`src/rtl/vip_uart_pkg.sv`:
```
// Shared types and constants for the multi-channel UART receiver.
//   rx_state_e   : per-channel receive FSM states
//   uart_frame_t : FIFO payload {channel, data byte}
package vip_uart_pkg;

  localparam int unsigned DataBits   = 8;
  localparam int unsigned MinDiv     = 2;
  // Wide enough for the largest supported channel count (16).
  localparam int unsigned ChanFieldW = 4;

  typedef enum logic [2:0] {
    IDLE,
    START,
    DATA,
    PARITY,
    STOP
  } rx_state_e;

  typedef struct packed {
    logic [ChanFieldW-1:0] chan;
    logic [DataBits-1:0]   data;
  } uart_frame_t;

endpackage

```
`src/rtl/vip_uart_rx_chan.sv`:
```
// One UART receive channel: 2-FF synchroniser, frame FSM with bit counter,
// and a 1-entry holding register drained by the top-level arbiter.
//   clk, rst   : clock, synchronous active-high reset
//   clk_div    : clk cycles per UART bit (clamped to MinDiv)
//   parity_en  : even-parity bit follows the data bits
//   rx         : asynchronous serial input, idle high
//   grant      : arbiter takes the holding entry this cycle
//   hold_valid : holding register full
//   hold_data  : held byte
//   frame_err  : one-cycle pulse on framing or parity error
//   overflow   : one-cycle pulse when a completed byte is dropped
module vip_uart_rx_chan
  import vip_uart_pkg::*;
#(
  parameter int unsigned DivWidth = 16
) (
  input  logic                clk,
  input  logic                rst,
  input  logic [DivWidth-1:0] clk_div,
  input  logic                parity_en,
  input  logic                rx,
  input  logic                grant,
  output logic                hold_valid,
  output logic [DataBits-1:0] hold_data,
  output logic                frame_err,
  output logic                overflow
);

  localparam int unsigned BitIdxW = $clog2(DataBits);

  logic                sync1_q, sync2_q, line_hi_q;
  logic [1:0]          flush_q;
  rx_state_e           state_q, state_d;
  logic [DivWidth-1:0] cnt_q, div_q;
  logic [BitIdxW-1:0]  bit_idx_q;
  logic [DataBits-1:0] shift_q;
  logic                par_err_q;
  logic                start_edge_c, tick_c, byte_done_c, err_c;
  logic [DivWidth-1:0] div_eff_c;

  // line_hi_q only reports a high level once the synchroniser holds a real
  // post-reset sample, so a line held low through reset never looks like a
  // start edge.
  assign start_edge_c = line_hi_q & ~sync2_q;
  assign tick_c       = (cnt_q == '0);
  assign div_eff_c    = (clk_div < DivWidth'(MinDiv)) ? DivWidth'(MinDiv) : clk_div;

  // Synchroniser and edge-detect history.
  always_ff @(posedge clk) begin
    if (rst) begin
      sync1_q   <= 1'b1;
      sync2_q   <= 1'b1;
      flush_q   <= '0;
      line_hi_q <= 1'b0;
    end else begin
      sync1_q   <= rx;
      sync2_q   <= sync1_q;
      flush_q   <= {flush_q[0], 1'b1};
      line_hi_q <= flush_q[1] & sync2_q;
    end
  end

  // Next-state logic and frame-end strobes.
  always_comb begin
    state_d     = state_q;
    byte_done_c = 1'b0;
    err_c       = 1'b0;
    case (state_q)
      IDLE:   if (start_edge_c) state_d = START;
      START:  if (tick_c) state_d = sync2_q ? IDLE : DATA;
      DATA: begin
        if (tick_c && (bit_idx_q == BitIdxW'(DataBits - 1)))
          state_d = parity_en ? PARITY : STOP;
      end
      PARITY: if (tick_c) state_d = STOP;
      STOP: begin
        if (tick_c) begin
          state_d = IDLE;
          if (!sync2_q || par_err_q) err_c = 1'b1;
          else                       byte_done_c = 1'b1;
        end
      end
      default: state_d = IDLE;
    endcase
  end

  // State register, bit counter and shift register.
  always_ff @(posedge clk) begin
    if (rst) begin
      state_q   <= IDLE;
      cnt_q     <= '0;
      div_q     <= DivWidth'(MinDiv);
      bit_idx_q <= '0;
      shift_q   <= '0;
      par_err_q <= 1'b0;
    end else begin
      state_q <= state_d;
      if (state_q == IDLE) begin
        if (start_edge_c) begin
          div_q     <= div_eff_c;
          cnt_q     <= div_eff_c >> 1;
          bit_idx_q <= '0;
          par_err_q <= 1'b0;
        end
      end else if (tick_c) begin
        cnt_q <= div_q - DivWidth'(1);
        if (state_q == DATA) begin
          shift_q   <= {sync2_q, shift_q[DataBits-1:1]};
          bit_idx_q <= bit_idx_q + BitIdxW'(1);
        end
        if (state_q == PARITY) par_err_q <= ^{shift_q, sync2_q};
      end else begin
        cnt_q <= cnt_q - DivWidth'(1);
      end
    end
  end

  // Holding register; a grant in the same cycle frees the slot for the new byte.
  always_ff @(posedge clk) begin
    if (rst) begin
      hold_valid <= 1'b0;
      hold_data  <= '0;
      frame_err  <= 1'b0;
      overflow   <= 1'b0;
    end else begin
      frame_err <= err_c;
      overflow  <= 1'b0;
      if (byte_done_c) begin
        if (hold_valid && !grant) begin
          overflow <= 1'b1;
        end else begin
          hold_valid <= 1'b1;
          hold_data  <= shift_q;
        end
      end else if (grant) begin
        hold_valid <= 1'b0;
      end
    end
  end

endmodule

```
`src/rtl/vip_uart_rx_multi.sv`:
```
// Multi-channel UART receiver: NumChan receive channels merged by a
// round-robin arbiter into one shared FIFO with a valid/ready output.
//   clk_i, rst_i  : clock, synchronous active-high reset
//   clk_div_i     : clk cycles per UART bit for all channels
//   parity_en_i   : even parity present
//   uart_rx_i     : serial lines, idle high
//   valid_o/ready_i/data_o/chan_o : received-byte stream
//   frame_err_o   : per-channel framing/parity error pulse
//   overflow_o    : per-channel dropped-byte pulse
module vip_uart_rx_multi
  import vip_uart_pkg::*;
#(
  parameter int unsigned NumChan   = 1,
  parameter int unsigned FifoDepth = 16,
  parameter int unsigned DivWidth  = 16,
  localparam int unsigned ChanW    = (NumChan > 1) ? $clog2(NumChan) : 1
) (
  input  logic                clk_i,
  input  logic                rst_i,
  input  logic [DivWidth-1:0] clk_div_i,
  input  logic                parity_en_i,
  input  logic [NumChan-1:0]  uart_rx_i,
  output logic                valid_o,
  input  logic                ready_i,
  output logic [DataBits-1:0] data_o,
  output logic [ChanW-1:0]    chan_o,
  output logic [NumChan-1:0]  frame_err_o,
  output logic [NumChan-1:0]  overflow_o
);

  localparam int unsigned AddrW = $clog2(FifoDepth);

  logic [NumChan-1:0]  hold_valid, grant;
  logic [DataBits-1:0] hold_data [NumChan];
  logic [ChanW-1:0]    rr_ptr_q, gnt_idx_c;
  logic [DataBits-1:0] gnt_data_c;
  logic                gnt_any_c;
  uart_frame_t         frame_c, head_c;
  uart_frame_t         mem_q [FifoDepth];
  logic [AddrW:0]      wr_ptr_q, rd_ptr_q;
  logic                empty_c, full_c, push_c, pop_c;

  for (genvar c = 0; c < int'(NumChan); c++) begin : g_chan
    vip_uart_rx_chan #(.DivWidth(DivWidth)) u_chan (
      .clk        (clk_i),
      .rst        (rst_i),
      .clk_div    (clk_div_i),
      .parity_en  (parity_en_i),
      .rx         (uart_rx_i[c]),
      .grant      (grant[c]),
      .hold_valid (hold_valid[c]),
      .hold_data  (hold_data[c]),
      .frame_err  (frame_err_o[c]),
      .overflow   (overflow_o[c])
    );
  end

  // Round-robin pick: first pass from the pointer upward, second pass wraps.
  always_comb begin
    gnt_any_c  = 1'b0;
    gnt_idx_c  = '0;
    gnt_data_c = '0;
    for (int c = 0; c < int'(NumChan); c++) begin
      if (!gnt_any_c && hold_valid[c] && (ChanW'(c) >= rr_ptr_q)) begin
        gnt_any_c  = 1'b1;
        gnt_idx_c  = ChanW'(c);
        gnt_data_c = hold_data[c];
      end
    end
    for (int c = 0; c < int'(NumChan); c++) begin
      if (!gnt_any_c && hold_valid[c]) begin
        gnt_any_c  = 1'b1;
        gnt_idx_c  = ChanW'(c);
        gnt_data_c = hold_data[c];
      end
    end
  end

  assign empty_c = (wr_ptr_q == rd_ptr_q);
  assign full_c  = (wr_ptr_q[AddrW] != rd_ptr_q[AddrW]) &&
                   (wr_ptr_q[AddrW-1:0] == rd_ptr_q[AddrW-1:0]);
  assign pop_c   = !empty_c && ready_i;
  // A pop in the same cycle frees the slot, so a full FIFO can still accept.
  assign push_c  = gnt_any_c && (!full_c || pop_c);

  always_comb begin
    grant = '0;
    for (int c = 0; c < int'(NumChan); c++)
      grant[c] = push_c && (gnt_idx_c == ChanW'(c));
  end

  assign frame_c.chan = ChanFieldW'(gnt_idx_c);
  assign frame_c.data = gnt_data_c;

  always_ff @(posedge clk_i) begin
    if (rst_i) begin
      rr_ptr_q <= '0;
      wr_ptr_q <= '0;
      rd_ptr_q <= '0;
    end else begin
      if (push_c) begin
        wr_ptr_q <= wr_ptr_q + (AddrW+1)'(1);
        rr_ptr_q <= (gnt_idx_c == ChanW'(NumChan - 1)) ? '0 : gnt_idx_c + ChanW'(1);
      end
      if (pop_c) rd_ptr_q <= rd_ptr_q + (AddrW+1)'(1);
    end
  end

  // FIFO storage needs no reset; the pointers qualify its contents.
  always_ff @(posedge clk_i) begin
    if (push_c && !rst_i) mem_q[wr_ptr_q[AddrW-1:0]] <= frame_c;
  end

  assign head_c  = mem_q[rd_ptr_q[AddrW-1:0]];
  assign valid_o = !empty_c;
  assign data_o  = empty_c ? '0 : head_c.data;

  // Decode the stored channel field back to the port width.
  always_comb begin
    chan_o = '0;
    for (int c = 0; c < int'(NumChan); c++)
      if (!empty_c && (head_c.chan == ChanFieldW'(c))) chan_o = ChanW'(c);
  end

endmodule
```
`config.mk`:
```
export PLATFORM = sky130hd
export DESIGN_NAME = vip_uart_rx_multi
export DESIGN_NICKNAME = d
export VERILOG_FILES = /design/src/rtl/vip_uart_pkg.sv /design/src/rtl/vip_uart_rx_chan.sv /design/src/rtl/vip_uart_rx_multi.sv
export SDC_FILE = /design/constraint.sdc
export NUM_CORES = 1
export LEC_CHECK = 0
export CAP_MARGIN = 40
export CELL_PAD_IN_SITES_DETAIL_PLACEMENT = 0
export CELL_PAD_IN_SITES_GLOBAL_PLACEMENT = 1
export CORE_AREA = 10 10 144 146
export CTS_CLUSTER_SIZE = 40
export DETAILED_ROUTE_END_ITERATION = 10
export DIE_AREA = 0 0 154 156
export PLACE_DENSITY_LB_ADDON = 0.05
export SYNTH_ARGS = -nofsm -noshare
export SYNTH_HDL_FRONTEND = slang
export SYNTH_SLANG_ARGS = --single-unit
```
`constraint.sdc`:
```
create_clock -name clk_i -period 5.65 [get_ports clk_i]
set_input_delay 0.565 -clock clk_i [delete_from_list [all_inputs] [get_ports clk_i]]
set_output_delay 0.565 -clock clk_i [all_outputs]
set_load 0.03 [all_outputs]
```
# Word-level counts from Yosys, hierarchy flattened
# Memory sizes are Yosys's and may differ from the RTL's. A register that Yosys moved wholly into a read port is not among the register bits.
# Index checks and enable logic that the tools add are counted.
[totals] inputBits=21 regBits=73 memories=1 ramBits=128 output_inout_bits=12 word_cells=115
[memory_table] memory="mem_q" words=16 word_bits=8 rd=1 rd_ports_with_merged_regs=1 write_ports=1 line_no="vip_uart_rx_multi.sv:39" rtl="uart_frame_t mem_q [FifoDepth];"
[op_classes] order_cmp=1 reduce_logical=31 eq_ne=14 bitwise_logic=8 n_mux=38 add_sub_neg=5
[op_table] operator="16-bit two-way mux" n=4
[op_table] operator="16-bit by 1-bit subtractor with 16-bit output (second input constant)" n=2
[op_table] operator="3-bit two-way mux" n=10
[op_table] operator="8-bit two-way mux" n=3
[op_table] operator="1-bit two-way mux" n=17
[op_table] operator="16-bit logical NOT" n=1
[op_table] operator="16-bit by 2-bit less-than comparator with 1-bit output (second input constant)" n=1
[op_table] operator="3-bit case mux with 5 select lines" n=1
[op_table] operator="5-bit by 1-bit adder with 5-bit output (second input constant)" n=2
[op_table] operator="2-bit by 1-bit != test with 1-bit output (second input constant)" n=5
[op_table] operator="3-bit AND reduction" n=3
[op_table] operator="9-bit parity" n=1
[op_table] operator="4-bit two-way mux" n=2
[op_table] operator="2-bit nonzero test" n=4
[op_table] operator="1-bit logical AND" n=7
[op_table] operator="3-bit by 2-bit equality test with 1-bit output (second input constant)" n=2
[op_table] operator="3-bit equality test (second input constant)" n=2
[op_table] operator="1-bit logical NOT" n=6
[op_table] operator="1-bit inverter" n=6
[op_table] operator="2-bit AND reduction" n=3
[op_table] operator="5-bit equality test" n=1
[op_table] operator="5-bit AND reduction" n=1
[op_table] operator="4-bit equality test" n=1
[op_table] operator="3-bit by 1-bit adder with 3-bit output (second input constant)" n=1
[op_table] operator="other kinds (9)" n=11

# Longest topological paths before layout
# Gate-level depths: netlist of the first run.
[logic_depth] ltp_word=9 ltp_mapped=12 ltp_nobuf=9

# Cells and area by module
# From an unflattened synthesis of the first run, not the netlist that was laid out.
[hier_totals] cells_unflattened=757 hier_area_um2=9195.1
[by_module_without_submodules] mod="vip_uart_rx_multi" cells_per_inst=340 seq_area_each_um2=4124.0 n_inst=1 area_per_inst_um2=5876.9
[by_module_without_submodules] mod="vip_uart_rx_chan" cells_per_inst=417 seq_area_each_um2=1261.2 n_inst=1 area_per_inst_um2=3318.2

# Worst setup path before layout of the first run
# OpenSTA, ideal clock, no wires.
[synth_timing] path_kind="register to output" start="register with a tool-made name" end="output data_o[5]" arrival_time_ns=2.320 required_ns=5.085 stages_incl_launch_ff=7 path_slack_ns=2.765 n_path_buf=3 cell_sequence="dfxtp_1 > clkbuf_1 > buf_2 > buf_2 > mux4_2 > mux2i_1 > a211oi_1"
[synth_lines] item="end: declaration" line_no="vip_uart_rx_multi.sv:25" rtl="output logic [DataBits-1:0] data_o,"

==> results of run 1 <==
[sequential cells by signal, summed over array words and instances, names as in the netlist, 2 cells and up, named ones only]
signal,count
g_chan.u_chan.bit_idx_q,3
g_chan.u_chan.cnt_q,16
g_chan.u_chan.div_q,16
g_chan.u_chan.flush_q,2
g_chan.u_chan.hold_data,8
g_chan.u_chan.shift_q,8
g_chan.u_chan.state_q,3
mem_q,128
rd_ptr_q,5
wr_ptr_q,5
[cell usage after synthesis (4+ instances only)]
master	instances	area (sq um)
nand2_1	65	244
o21ai_0	4	20.0
nor4_1	13	81.3
and3_1	6	37.5
a211oi_1	20	150
a21oi_1	50	250
ha_1	8	100
or2_2	5	31.3
a221oi_1	5	43.8
edfxtp_1	128	3840
xor2_1	16	140
inv_1	8	30.0
nor2_1	61	229
nand4_1	9	56.3
xnor2_1	12	105
buf_2	5	25.0
dfxtp_1	77	1540
nor3_1	19	95.1
nor2b_1	14	87.6
clkbuf_1	30	113
mux2i_1	26	260
or3_1	6	37.5
nand3_1	13	65.1
and2_1	11	68.8
mux4_2	32	721
[worst min path at each step]
stage               cells past startpoint                             endpoint                                 from
floorplan                               1  g_chan[0].u_chan.sync2_q$_SDFF_PP1_  g_chan[0].u_chan.sync1_q$_SDFF_PP1_
global placement                        1  g_chan[0].u_chan.sync2_q$_SDFF_PP1_  g_chan[0].u_chan.sync1_q$_SDFF_PP1_
detailed placement                      1  g_chan[0].u_chan.sync2_q$_SDFF_PP1_  g_chan[0].u_chan.sync1_q$_SDFF_PP1_
CTS                                     2  g_chan[0].u_chan.flush_q[0]$_DFF_P_                                rst_i
global route                            2  g_chan[0].u_chan.flush_q[0]$_DFF_P_                                rst_i
finish                                  2  g_chan[0].u_chan.flush_q[0]$_DFF_P_                                rst_i
[cell families (layout without fill, tap and decap cells)]
kind of cell,Yosys count,after routing
and+or+nand+nor,242,242
buffers and inverters,51,90
DFF,205,205
muxes,59,59
AOI/OAI and AO/OA,102,102
other,1,1
adders and majority gates,8,8
xor gates and xnor gates,28,28
[power by group through the flow]
stage,Sequential [mW],Combinational [mW],Clock (mW)
6_report,1.58,0.149,1.41
5_1_grt,1.58,0.163,1.51
4_1_cts,1.58,0.149,1.44
3_5_place_dp,1.61,0.148,0
3_3_place_gp,1.61,0.147,0
2_1_floorplan,1.61,0.104,0
[cell type report]
class	count	area, sq um	share of cell area (%)
clock inverter	9	126	1.26
sequential	205	5390	53.6
multi-input combinational	440	3230	32.2
timing repair buffer	44	400	3.98
clock buffer	28	582	5.79
tap	229	287	2.85
inverter	9	33.8	0.336
[layer usage]
layer / up-vias / routed length [microns]
met5: - / 0
met4: 0 / 326
met3: 30 / 897
met2: 137 / 10000
met1: 2800 / 8780
li1: 2661 / -
[worst max-delay path, cell delays in order, from the launching register on]
cell,delay [ps]
dfxtp_2,760
buf_4,410
mux4_2,550
mux2i_1,230
a211oi_1,110
clkdlybuf4s50_1,630
==> results.md, run 1 <==
- RePlAce Congestion: 0.755
- Dpl cell area: 0.00934 sq mm
- Post-Synth XOR/XNOR Area: 2.78%
- R2R depth: 6
- Mapped Avg Cell Area: 12.7 sq um
- Hold Crit Class: in -> reg
- Most common cell after layout, fill and taps aside: edfxtp_1
- Setup bufs post-CTS: 0
- Post-synthesis cell area: 0.00883 sq mm
- Fin area: 0.0100 sq mm
- Crit path DAT: 3210 ps
- Met2 Resource Use GR: 28.0%
- H-tree depth: 1
- Antenna viol nets, final: 0
- Power Density: 313 mW/mm^2
- Post-synth ARST share: 0%
- Hold buffer count at CTS: 0
- Final WS setup: 1870 ps
- Die width: 154 microns
- Detailed-route via count: 5,628
- FILL cells: 1,471
- Adder-cell share of the synthesized area: 1.13%
- CP Launch Type: flip-flop
- Congestion Overflow GR: 0
- Inst Count DP: 927
- Pre-CTS setup slack: 2300 ps
- Vias in the first global route: 5,657
- Power Internal: 2.49 mW
- DP HPWL: 13.6 mm
- Relative slew slack: 39.6%
- Comb pwr share: 4.7%
- WL/cell: 20.8 microns
- CTS tree: done
- Setup Skew: 19.0 ps
- Skew-Pair Late Insertion Delay: 500 ps
- ANT cells: 0
- Post-synthesis mux area share: 11.2%
- WP data required: 5090 ps
- Final Slew Violations: 0
- Final setup violation count: 0
- Clock share of power: 44.9%
- CORE AREA: 0.0178 sq mm
- Worst vdd ir: 0.000242 V
- Core Util, Final: 56.3%
- Largest family of logic cells by synthesized area: simple AND/OR/NAND/NOR gates
- Routed vias/inst: 5.84
- Met3 GRT Util: 2.65%
- Gr usage total: 16.5%
- GRT Max-Usage Layer: met2
- Area grow syn2layout: 13.8%
- Initial antenna violation count: 0
- CTS clk-pin slew, worst paths: 60 ps
- CP Capture Point: data_o[7]
- Root Buffer: clkbuf_16
- First-pass GRT wire length: 32.2 mm
- Ys flop type: edfxtp_1
- Clock Tree Buf Depth: 3
- Total power: 3.14 mW
- Nets@finish: 750
- Pleak: 2.95 nW
- RSZ-0062 raised after global routing: no
- Cts bufs inserted: 21
- Crit path max fanout: 19
- Worst reg2reg startpoint: g_chan[0].u_chan.cnt_q[11]$_SDFFE_PP0P_
- Setup crit end kind: output pin
- Final Cycle Share: 66.9%
- Pin slew with the least headroom to its limit: 902 ps
- R2R setup slack: 2760 ps
- Drt pass-1 iters: 5
- Routed WL: 20.0 mm
- Met1 GRT Util: 21.6%
- R2r endpoint: g_chan[0].u_chan.cnt_q[9]$_SDFFE_PP0P_
- IO Pins: 33
- Syn Nets: 725
- Final Critical Period: 3780 ps
- Outcome: finished clean
- Cell Count, Final, Fillers Out: 964
- Most frequent cells in the layout: 128 x edfxtp_1, 76 x dfxtp_1, 65 x nand2_1
- Sequential share of power: 50.4%
- Die Footprint: 0.0240 sq mm
- Maximum clock rate: 265 MHz
- Sequential element share of the synthesized area: 61.0%
- DRC: 0
- WS Path Type: reg -> out
- Hold slack: 400 ps
- Share of layout cells above drive strength 1: 13.1%
- # rows: 49
- Clk sinks: 205
- Seq cells post-synth: 205
- Sw Ratio: 20.6%
- Starting Density: 49.5%
- Final TNS setup: 0 ps
- Die Y: 156 microns
- Synth cell types: 56
- Yosys warning count: 0
- Cts repair resizes: 0
- Cells after Synth: 696
- Pin count of the biggest net entering global routing: 75
- Synth Area in Compound Gates: 7.45%
- Post-Synth Simple-Gate Area: 13.9%
- Port Buf Inserts: 31
- Net Switching: 0.647 mW
- Iteration-0 DRC Markers: 416
- EDFF count, synth: 128
- Final hold vios: 0
- Max cap viols: 0
Note: power is estimated with default switching activity, not from simulation.
==> run 2, diff against run 1 <==
--- a/config.mk
+++ b/config.mk
@@ -8,10 +8,10 @@
 export CAP_MARGIN = 40
 export CELL_PAD_IN_SITES_DETAIL_PLACEMENT = 0
 export CELL_PAD_IN_SITES_GLOBAL_PLACEMENT = 1
-export CORE_AREA = 10 10 144 146
+export CORE_AREA = 10 10 152 154
 export CTS_CLUSTER_SIZE = 40
 export DETAILED_ROUTE_END_ITERATION = 10
-export DIE_AREA = 0 0 154 156
+export DIE_AREA = 0 0 162 164
 export PLACE_DENSITY_LB_ADDON = 0.05
 export SYNTH_ARGS = -nofsm -noshare
 export SYNTH_HDL_FRONTEND = slang
==> constraint.sdc (replaced) <==
create_clock -name clk_i -period 3.2 [get_ports clk_i]
set_input_delay 0.32 -clock clk_i [delete_from_list [all_inputs] [get_ports clk_i]]
set_output_delay 0.32 -clock clk_i [all_outputs]
set_load 0.03 [all_outputs]
==> results.md, run 2 (same netlist as run 1, synthesis figures left out) <==
- IO Pins: 33 (unchanged)
- Cts bufs inserted: 22 (was 21)
- Starting Density: 44.1% (was 49.5%)
- Area grow syn2layout: 16.7% (was 13.8%)
- Power Internal: 4.48 mW (was 2.49 mW)
- Die Y: 164 microns (was 156 microns)
- DP HPWL: 13.8 mm (was 13.6 mm)
- Reg area: 0.00539 sq mm (about the same)
- Drt pass-1 iters: 5 (unchanged)
- Maximum clock rate: 327 MHz
- Outcome: finished clean (unchanged)
- Final Cycle Share: 95.6%
- Cell Chain, Critical Path: buf_12, mux4_2, mux2i_1, a211oi_1, clkdlybuf4s50_1 (was buf_4, mux4_2, mux2i_1, a211oi_1, clkdlybuf4s50_1)
- Routed vias/inst: 5.49 (was 5.84)
- ANT cells: 0 (unchanged)
- Detailed-route via count: 5,628 (unchanged)
- First-pass GRT wire length: 32.4 mm (was 32.2 mm)
- Clock Tree Buf Depth: 3 (unchanged)
- Max cap viols: 0 (unchanged)
- Dpl cell area: 0.00954 sq mm (was 0.00934 sq mm)
- CTS tree: done (unchanged)
- Pin count of the biggest net entering global routing: 75 (unchanged)
- WL/cell: 19.8 microns (was 20.8 microns)
- CTS clk-pin slew, worst paths: 60 ps (about the same)
- Sum of buffers and inverters on the critical path: 2 (unchanged)
- RePlAce Congestion: 0.816 (was 0.755)
- Gr usage total: 15.3% (was 16.5%)
- Port Buf Inserts: 31 (unchanged)
- # rows: 52 (was 49)
- Vias in the first global route: 5,768 (was 5,657)
- Comb pwr share: 4.7% (about the same)
- Die Footprint: 0.0266 sq mm (was 0.0240 sq mm)
- H-tree depth: 1 (unchanged)
- FILL cells: 1,829 (was 1,471)
- Die width: 162 microns (was 154 microns)
- Area of the multi-input gates: 0.00324 sq mm (was 0.00323 sq mm)
- Crit path DAT: 2740 ps (was 3210 ps)
- Hold Crit Class: in -> reg (unchanged)
- Fin area: 0.0103 sq mm (was 0.0100 sq mm)
- WP data required: 2880 ps (was 5090 ps)
- Power Density: 549 mW/mm^2 (was 313 mW/mm^2)
- Final setup violation count: 0 (unchanged)
- Final hold vios: 0 (unchanged)
- Clock share of power: 46.0% (was 44.9%)
- Antenna viol nets, final: 0 (unchanged)
- Sw Ratio: 21.0% (was 20.6%)
- WS Path Type: reg -> out (unchanged)
- Pin slew with the least headroom to its limit: 811 ps (was 902 ps)
- Skew-Pair Late Insertion Delay: 510 ps (was 500 ps)
- CP Launch Type: flip-flop (unchanged)
- Final Critical Period: 3060 ps
- Most common cell after layout, fill and taps aside: edfxtp_1 (unchanged)
- Share of layout cells above drive strength 1: 15.9% (was 13.1%)
- Sequential share of power: 49.3% (was 50.4%)
- Iteration-0 DRC Markers: 357 (was 416)
- Worst vdd ir: 0.000318 V (was 0.000242 V)
- RSZ-0062 raised after global routing: no (unchanged)
- Root Buffer: clkbuf_16 (unchanged)
- Critical-path cell with the highest stage delay: clkdlybuf4s50_1 (was dfxtp_2)
- Delay-heaviest family, CP: buffers and inverters (unchanged)
- Nets@finish: 769 (was 750)
- Initial antenna violation count: 0 (unchanged)
- Max reg flops: 128 (unchanged)
- Routed WL: 20.3 mm (was 20.0 mm)
- Congestion Overflow GR: 0 (unchanged)
- Setup Skew: 22.4 ps (was 19.0 ps)
- Setup crit end kind: output pin (unchanged)
- Final TNS setup: 0 ps (unchanged)
- Worst reg2reg startpoint: g_chan[0].u_chan.cnt_q[11]$_SDFFE_PP0P_ (unchanged)
- Most frequent cells in the layout: 128 x edfxtp_1, 74 x dfxtp_1, 65 x nand2_1 (was 128 x edfxtp_1, 76 x dfxtp_1, 65 x nand2_1)
- Relative slew slack: 45.8% (was 39.6%)
- Crit path max fanout: 27 (was 19)
- Clk sinks: 205 (unchanged)
- Hold path start: rst_i (unchanged)
- Final Slew Violations: 0 (unchanged)
- CORE AREA: 0.0200 sq mm (was 0.0178 sq mm)
- Max stage delay on crit path: 640 ps (was 760 ps)
- Hold buffer count at CTS: 0 (unchanged)
- DRC: 0 (unchanged)
- Pleak: 3.28 nW (was 2.95 nW)
- Net Switching: 1.19 mW (was 0.647 mW)
[run 2: power by group through the flow]
stage                     clock (mW)  sequential, mW  combinational (mW)
after floorplan                    0            2.85               0.184
final                           2.60            2.79               0.266
after global routing            2.79            2.79               0.295
after global placement             0            2.85               0.263
after detailed placement           0            2.85               0.263
after CTS                       2.67            2.79               0.266
[run 2: final timing paths]
| path | slack (ps) | depth (start not counted) | to |
|---|---|---|---|
| hold reg to reg | 410 | 1 | g_chan[0].u_chan.sync2_q$_SDFF_PP1_ |
| hold / removal | 160 | 2 | g_chan[0].u_chan.flush_q[0]$_DFF_P_ |
| setup / recovery | 140 | 5 | data_o[0] |
| setup reg to reg | 370 | 9 | g_chan[0].u_chan.cnt_q[4]$_SDFFE_PP0P_ |
[run 2: layout make-up]
cell class                      instances  area share, %
Sequential cell                       205           52.3
Tap cell                              270           3.28
Multi-Input combinational cell        440           31.4
Clock inverter                         15           1.82
Clock buffer                           24           5.41
Inverter                                9          0.328
Timing Repair Buffer                   62           5.46
[run 2: per-layer routing]
layer / up-vias / GRT usage [%] / part of all wire [%]
li1: 2698 / - / -
met1: 2783 / 18.9 / 43
met2: 126 / 27.3 / 51
met3: 21 / 2.78 / 5.0
met4: 0 / 3.43 / 1.3
met5: - / 0 / 0
[run 2: worst register-to-register path, stage by stage (launching register included)]
cell      delay (ps)
dfxtp_1          370
or4_4            580
nor4_4           460
a21oi_1          150
ha_1             270
nand2_1           80
a21oi_1           50
nor2b_1          150
or3_1            350
a221oi_1         280
[run 2: repair_timing]
item,4_1_cts,5_1_grt
cloned,0,0
buffers inserted,0,0
resized for setup,5,7
setup endpoints to repair,5,7
[run 2: stage by stage]
step	instances	hold WS [ps]	utilization (%)	setup WS, ps	total power, mW
after global routing	1025	179	51.4	15.6	5.88
after CTS	1025	157	51.3	4.55	5.73
after global placement	986	396	47.6	460	3.11
final	1025	164	51.4	141	5.66
after detailed placement	986	400	47.6	428	3.11
after floorplan	696	389	-	360	3.03
